File: config.mk
export PLATFORM = sky130hd
export DESIGN_NAME = settle_timer
export DESIGN_NICKNAME = d
export VERILOG_FILES = /design/src/rtl/nand_sweep_checker_pkg.sv /design/src/rtl/nand_sweep_checker_settle_timer.sv
export SDC_FILE = /design/constraint.sdc
export NUM_CORES = 1
export LEC_CHECK = 0
export ABC_CLOCK_PERIOD_IN_PS = 4000
export BUFFER_PORTS_ARGS = -buffer_cell sky130_fd_sc_hd__buf_2
export CAP_MARGIN = 20
export CORE_AREA = 2 2 39 41
export DETAILED_ROUTE_END_ITERATION = 7
export DIE_AREA = 0 0 41 43
export GPL_TIMING_DRIVEN = 0
export PLACE_DENSITY = 0.4
export REMOVE_ABC_BUFFERS = 1
export SLEW_MARGIN = 10
export SYNTH_ARGS = -nofsm -noshare
export SYNTH_HDL_FRONTEND = slang
export SYNTH_SLANG_ARGS = --single-unit
File: constraint.sdc
create_clock -name CLK -period 4 [get_ports CLK]
set_clock_uncertainty 0.1 [all_clocks]
set_input_delay 0.2 -clock CLK [delete_from_list [all_inputs] [get_ports CLK]]
set_output_delay 0.2 -clock CLK [all_outputs]
set_load 0.01 [all_outputs]
File: src/rtl/nand_sweep_checker_pkg.sv
// Shared definitions for the gate sweep checkers: FSM state encoding,
// settle-timer width and the expected-output function.
package nand_sweep_checker_pkg;

    typedef enum logic [2:0] {
        ST_IDLE   = 3'd0,
        ST_DRIVE  = 3'd1,
        ST_SETTLE = 3'd2,
        ST_CHECK  = 3'd3,
        ST_DONE   = 3'd4
    } state_t;

    localparam int unsigned TIMER_W = 4;

    // Only the low n bits of vec take part; expect_nand selects NAND vs AND.
    function automatic logic expect_fn(input logic [7:0] vec,
                                       input int unsigned n,
                                       input logic expect_nand);
        logic all_ones;
        all_ones = 1'b1;
        for (int unsigned i = 0; i < 8; i++) begin
            if (i < n) all_ones = all_ones & vec[i];
        end
        return expect_nand ? ~all_ones : all_ones;
    endfunction

endpackage

File: src/rtl/nand_sweep_checker_settle_timer.sv
// Load/decrement settle counter; EXPIRE is high while the count equals 1.
module settle_timer
    import nand_sweep_checker_pkg::*;
(
    input  logic               CLK,
    input  logic               RST,
    input  logic               LOAD,
    input  logic [TIMER_W-1:0] LOAD_VAL,
    output logic               EXPIRE
);

    logic [TIMER_W-1:0] count_q;
    logic [TIMER_W-1:0] count_d;

    always_comb begin
        count_d = count_q;
        if (LOAD) begin
            count_d = LOAD_VAL;
        end else if (count_q != '0) begin
            count_d = count_q - 1'b1;
        end
    end

    always_ff @(posedge CLK or posedge RST) begin
        if (RST) begin
            count_q <= '0;
        end else begin
            count_q <= count_d;
        end
    end

    assign EXPIRE = (count_q == TIMER_W'(1));

endmodule

==> flow_summary.json, run 1 <==
{
  "status": "finished, final reports clean",
  "drtAntennaViolNets": 0,
  "timing.fmax_ghz": 0.665,
  "synth_area_leader_cell": "dfrtp_1",
  "synth_cells": 26,
  "regToRegEndpoint": "count_q[1]",
  "routed_via_density": 3.94,
  "max_stage_delay_ns": 0.38,
  "synth_top_area_share_pct": 37.6,
  "holdWs_ns": 0.0687,
  "port-buffer-count": 7,
  "htree_levels": 1,
  "drt-initial-drc-count": 1,
  "pre_cts_slack_ns": 2.51,
  "worstSkewPairLatency_ns": 0.24,
  "num_vias": 205,
  "grt_pass1_vias": 247,
  "diodes": 0,
  "syn_area_sq_um": 267,
  "worst_slack_ns": 2.50,
  "grt_first_pass_wirelength_microns": 917,
  "drv_cap": 0,
  "largest_reg_flops": 4,
  "p_leak_uw": 0.000168,
  "crit_path_start_kind": "register",
  "synth_seq_cells": 4,
  "tns_ns": 0,
  "io_pins": 8,
  "cts_tree": "built",
  "slowest_stage": "dfrtp_1",
  "synth_top_family_by_area": "simple AND/OR/NAND/NOR gates",
  "rr_worst_depth": 5,
  "root_buffer": "clkbuf_4",
  "cp-end-kind": "output port",
  "die_height_microns": 43,
  "final_cell_mix": "7 x buf_2, 4 x dfrtp_1",
  "fin_nets": 48,
  "ys_seq_area_share_pct": 37.6,
  "synth.avg_cell_area_sq_um": 10.3,
  "drv_slew": 0,
  "dieArea_sq_mm": 0.00176,
  "top_register": "count_q",
  "synth_xor_area_share_pct": 9.86,
  "totalWireLength_microns": 503,
  "cts_buffer_depth": 2,
  "crit_family": "flip-flops",
  "utilization_pct": 25.3,
  "dr.pass1.iters": 2,
  "finalCritPeriodShare_pct": 37.6,
  "worst_ep_required_time_ns": 3.70,
  "rsz0062_at_grt": "no",
  "dp_cells": 48,
  "die_w_microns": 41,
  "yosys-mux-area-fraction_pct": 0,
  "worst-path-buf-inv": 2,
  "antenna_found_initial": 0,
  "start_util_pct": 19.3,
  "dpl.hpwl_microns": 395,
  "top_regs": "count_q (4)",
  "clock_sinks": 4,
  "tightest_slew_ns": 0.262,
  "max_slew_margin_pct": 82.5,
  "drc": 0,
  "synth_compound_gate_area_share_pct": 12.7,
  "numCtsBuffers": 3,
  "setup_viol": 0,
  "power_density_mw_per_mm2": 477,
  "arrival_ns": 1.20,
  "layout_commonest_cell": "buf_2",
  "clk_pin_slew_worst_paths_ns": 0.04,
  "critical_path_class": "register to output port",
  "min_path_type": "primary input to register",
  "core_area_sq_mm": 0.00138,
  "gr-total-overflow": 0,
  "fin_crit_ns": 1.50,
  "gp_congestion": 0.672,
  "worstHoldPathCells": 3,
  "wire_per_inst_microns": 9.67,
  "yosys.area_share.simple_pct": 20.2,
  "timing.rr.start": "count_q[0]",
  "grt_use_total_pct": 8.64,
  "worstPathCellList": "inv_1 -> ha_1 -> nor3b_1 -> buf_2",
  "synth_area_leaders": "dfrtp_1 38%, ha_1 14%, xnor2_1 9.9%, nor3b_4 7.0%, o31ai_1 5.6%",
  "finalNonFillerCells": 52,
  "min_to": "count_q[2]",
  "grt_max_degree": 9,
  "final_hold_viol_count": 0,
  "cp_max_fo": 4,
  "synth-warning-count": 0,
  "area_growth_pct": 31.5,
  "min_from": "LOAD_VAL[2]",
  "num_rows": 14,
  "drive_gt1_share_pct": 33.3,
  "yosys.cell_types.count": 14,
  "irDropWorstVdd_mv": 0.161,
  "synth_adder_area_share_pct": 14.1,
  "rrSetupSlack_ns": 2.52
}
## through the flow
step	power, uW	area (sq um)
global route	183	350
CTS	171	350
detailed placement	117	318
floorplan	103	263
global placement	116	318
finish	167	350
## cell families (layout without fill, tap and decap cells)
| logic type | Yosys count | count (layout) |
|---|---|---|
| xor+xnor | 3 | 3 |
| buf+inv | 4 | 14 |
| flops | 4 | 4 |
| simple gates | 7 | 7 |
| fa+ha+maj | 3 | 3 |
| compound gates | 5 | 5 |
## worst max path at each step
stage / startpoint / to / slack, ns / cells after the start
floorplan: count_q[0] / count_q[1] / 2.63 / 5
global placement: count_q[0] / count_q[1] / 2.52 / 5
detailed placement: count_q[0] / count_q[1] / 2.51 / 5
CTS: count_q[1] / EXPIRE / 2.47 / 4
finish: count_q[1] / EXPIRE / 2.50 / 4
global route: count_q[0] / count_q[1] / 2.38 / 5
## area by class of cell
cell class	count	area [sq um]
Tap cell	16	20.0
Inverter	3	11.3
Multi-Input combinational cell	18	151
Sequential cell	4	100
Fill cell	159	1030
Clock buffer	3	22.5
Timing Repair Buffer	8	45.0
## worst min-delay path, delay by kind of cell
family                 cells  cell delay, ns
AOI/OAI and AO/OA          1            0.06
buffers and inverters      1            0.07
and+or+nand+nor            1            0.04
## synth_stat cells (all sizes together)
master  n
nor3b   2
clkbuf  1
dfrtp   4
o31ai   2
o21ai   1
ha      3
nor3    1
a22o    1
nand2b  1
inv     3
xnor2   3
nand2   3
a21oi   1
## timing repair
item / 4_1_cts / 5_1_grt
resized for setup: 0 / 0
hold buffers: 1 / 0
hold endpoints to repair: 4 / 0
setup buffers: 0 / 0
## power breakdown
group          total (uW)  switching, uW  internal [uW]
sequential           62.9           12.6           50.3
combinational        53.2           24.3           28.9
clock                50.9           17.3           33.6
total                 167           54.2            113
## metal layers
metal | wire length, microns | up-vias | GRT usage [%]
met3 | 51 | 0 | 7.85
met1 | 212 | 90 | 7.42
met4 | 0 | 0 | 6.00
li1 | - | 106 | -
met5 | 0 | - | 0
met2 | 239 | 9 | 12.2
Note: power is estimated with default switching activity, not from simulation.
==> run 2: changes to the inputs <==
ABC_CLOCK_PERIOD_IN_PS = 1300   (was 4000)
PLACE_DENSITY = 0.41   (was 0.4)
clock period = 1.3 ns   (was 4 ns; I/O delays follow)
==> flow_summary.json, run 2 (same netlist as run 1, synthesis figures left out) <==
{
  "wire_per_inst_microns": 10.4,
  "tightest_slew_ns": 0.248,
  "htree_levels": 1,
  "numCtsBuffers": 3,
  "final_hold_viol_count": 0,
  "min_path_type": "primary input to register",
  "worstPathCellList": "inv_2 -> ha_4 -> nor3b_4 -> a21oi_2 -> a22o_1",
  "port-buffer-count": 7,
  "worst_slack_ns": -0.0547,
  "arrival_ns": 1.37,
  "finalCritPeriodShare_pct": 104,
  "drtAntennaViolNets": 0,
  "io_pins": 8,
  "critical_path_class": "register to register",
  "num_rows": 14,
  "routed_via_density": 4.14,
  "p_leak_uw": 0.000227,
  "fin_crit_ns": 1.35,
  "timing.fmax_ghz": 0.738,
  "dr.pass1.iters": 2,
  "utilization_pct": 35.3,
  "totalWireLength_microns": 668,
  "largest_reg_flops": 4,
  "gp_congestion": 0.680,
  "cts_tree": "built",
  "gr-total-overflow": 0,
  "top_register": "count_q",
  "grt_pass1_vias": 292,
  "drv_slew": 0,
  "top_regs": "count_q (4)",
  "fin_nets": 60,
  "dieArea_sq_mm": 0.00176,
  "root_buffer": "clkbuf_4",
  "diodes": 0,
  "clk_pin_slew_worst_paths_ns": 0.04,
  "grt_max_degree": 9,
  "final_cell_mix": "7 x buf_2, 7 x buf_4, 5 x dlygate4sd3_1",
  "violations": "setup timing",
  "slowest_stage": "dfrtp_1",
  "power_density_mw_per_mm2": 1340,
  "dpl.hpwl_microns": 386,
  "cp-end-kind": "register",
  "drive_gt1_share_pct": 58.3,
  "drt-initial-drc-count": 1,
  "core_area_sq_mm": 0.00138,
  "area_growth_pct": 83.1,
  "die_w_microns": 41,
  "irDropWorstVdd_mv": 0.610,
  "max_slew_margin_pct": 83.4,
  "worst_ep_required_time_ns": 1.31,
  "grt_first_pass_wirelength_microns": 1200,
  "start_util_pct": 19.3,
  "holdWs_ns": 0.0366,
  "drv_cap": 0,
  "cp_max_fo": 4,
  "die_height_microns": 43,
  "antenna_found_initial": 0,
  "cts_buffer_depth": 2,
  "drc": 0,
  "clock_sinks": 4,
  "setup_viol": 5,
  "rsz0062_at_grt": "yes",
  "num_vias": 265,
  "grt_use_total_pct": 10.9,
  "worstSkewPairLatency_ns": 0.24,
  "crit_path_start_kind": "register",
  "status": "finished with violations",
  "max_stage_delay_ns": 0.38
}
run 2: cell count changes in the layout (fill, tap and decap cells not counted), sizes merged:
| cell | delta |
|---|---|
| dlygate4sd3 | +4 |
| buf | +8 |
run 2: cell type report:
type,instances,area (sq um)
Tap cell,16,20.0
Fill cell,143,896
Inverter,3,11.3
Timing Repair Buffer,20,149
Multi-Input combinational cell,18,185
Clock buffer,3,22.5
Sequential cell,4,100
run 2: worst max-delay path: cells and delay by family, from the launching register on:
family	cells	cell delay [ns]
AO/OA/AOI/OAI	2	0.27
adder cells (fa/ha/maj)	1	0.13
buffers and inverters	1	0.10
flip-flops	1	0.38
AND/OR/NAND/NOR	1	0.26
run 2: layer usage:
metal	vias to the layer above	track usage (%)	wire [microns]
met5	-	0	0
met4	0	6.00	0
met3	0	6.81	35
met2	7	17.8	380
met1	127	9.45	252
li1	131	-	-
run 2: metrics by stage:
step / area [sq um] / cells / setup slack, ns / setup TNS (ns) / total power, uW
4_1_cts: 477 / 63 / -0.0582 / -0.113 / 634
5_1_grt: 488 / 64 / -0.134 / -0.551 / 717
6_report: 488 / 64 / -0.0547 / -0.160 / 652
3_3_place_gp: 318 / 48 / -0.186 / -0.309 / 359
3_5_place_dp: 318 / 48 / -0.185 / -0.293 / 360
2_1_floorplan: 263 / 25 / -0.0662 / -0.0662 / 316
run 2: path summary, 6_finish.rpt:
path / startpoint / to / slack (ns) / cells after the start
setup / recovery: count_q[1] / count_q[1] / -0.05 / 5
hold / removal: LOAD / count_q[3] / 0.04 / 2
setup reg to reg: count_q[1] / count_q[1] / -0.05 / 5
hold reg to reg: count_q[3] / count_q[3] / 0.61 / 2
max in group asynchronous: RST / count_q[0] / 0.79 / 3
min in group asynchronous: RST / count_q[2] / 0.16 / 3
run 2: power breakdown:
group	switching, uW	total (uW)	internal (uW)
clock network	51.2	155	103
registers	41.5	196	155
logic	120	301	181
total	213	652	439
run 2: timing repair:
item / CTS / global route
buffers inserted: 7 / 1
pin swaps: 2 / 1
hold endpoints to repair: 8 / 0
hold buffers: 5 / 0
setup endpoints to repair: 5 / 5
cloned: 0 / 0
resized for setup: 9 / 1
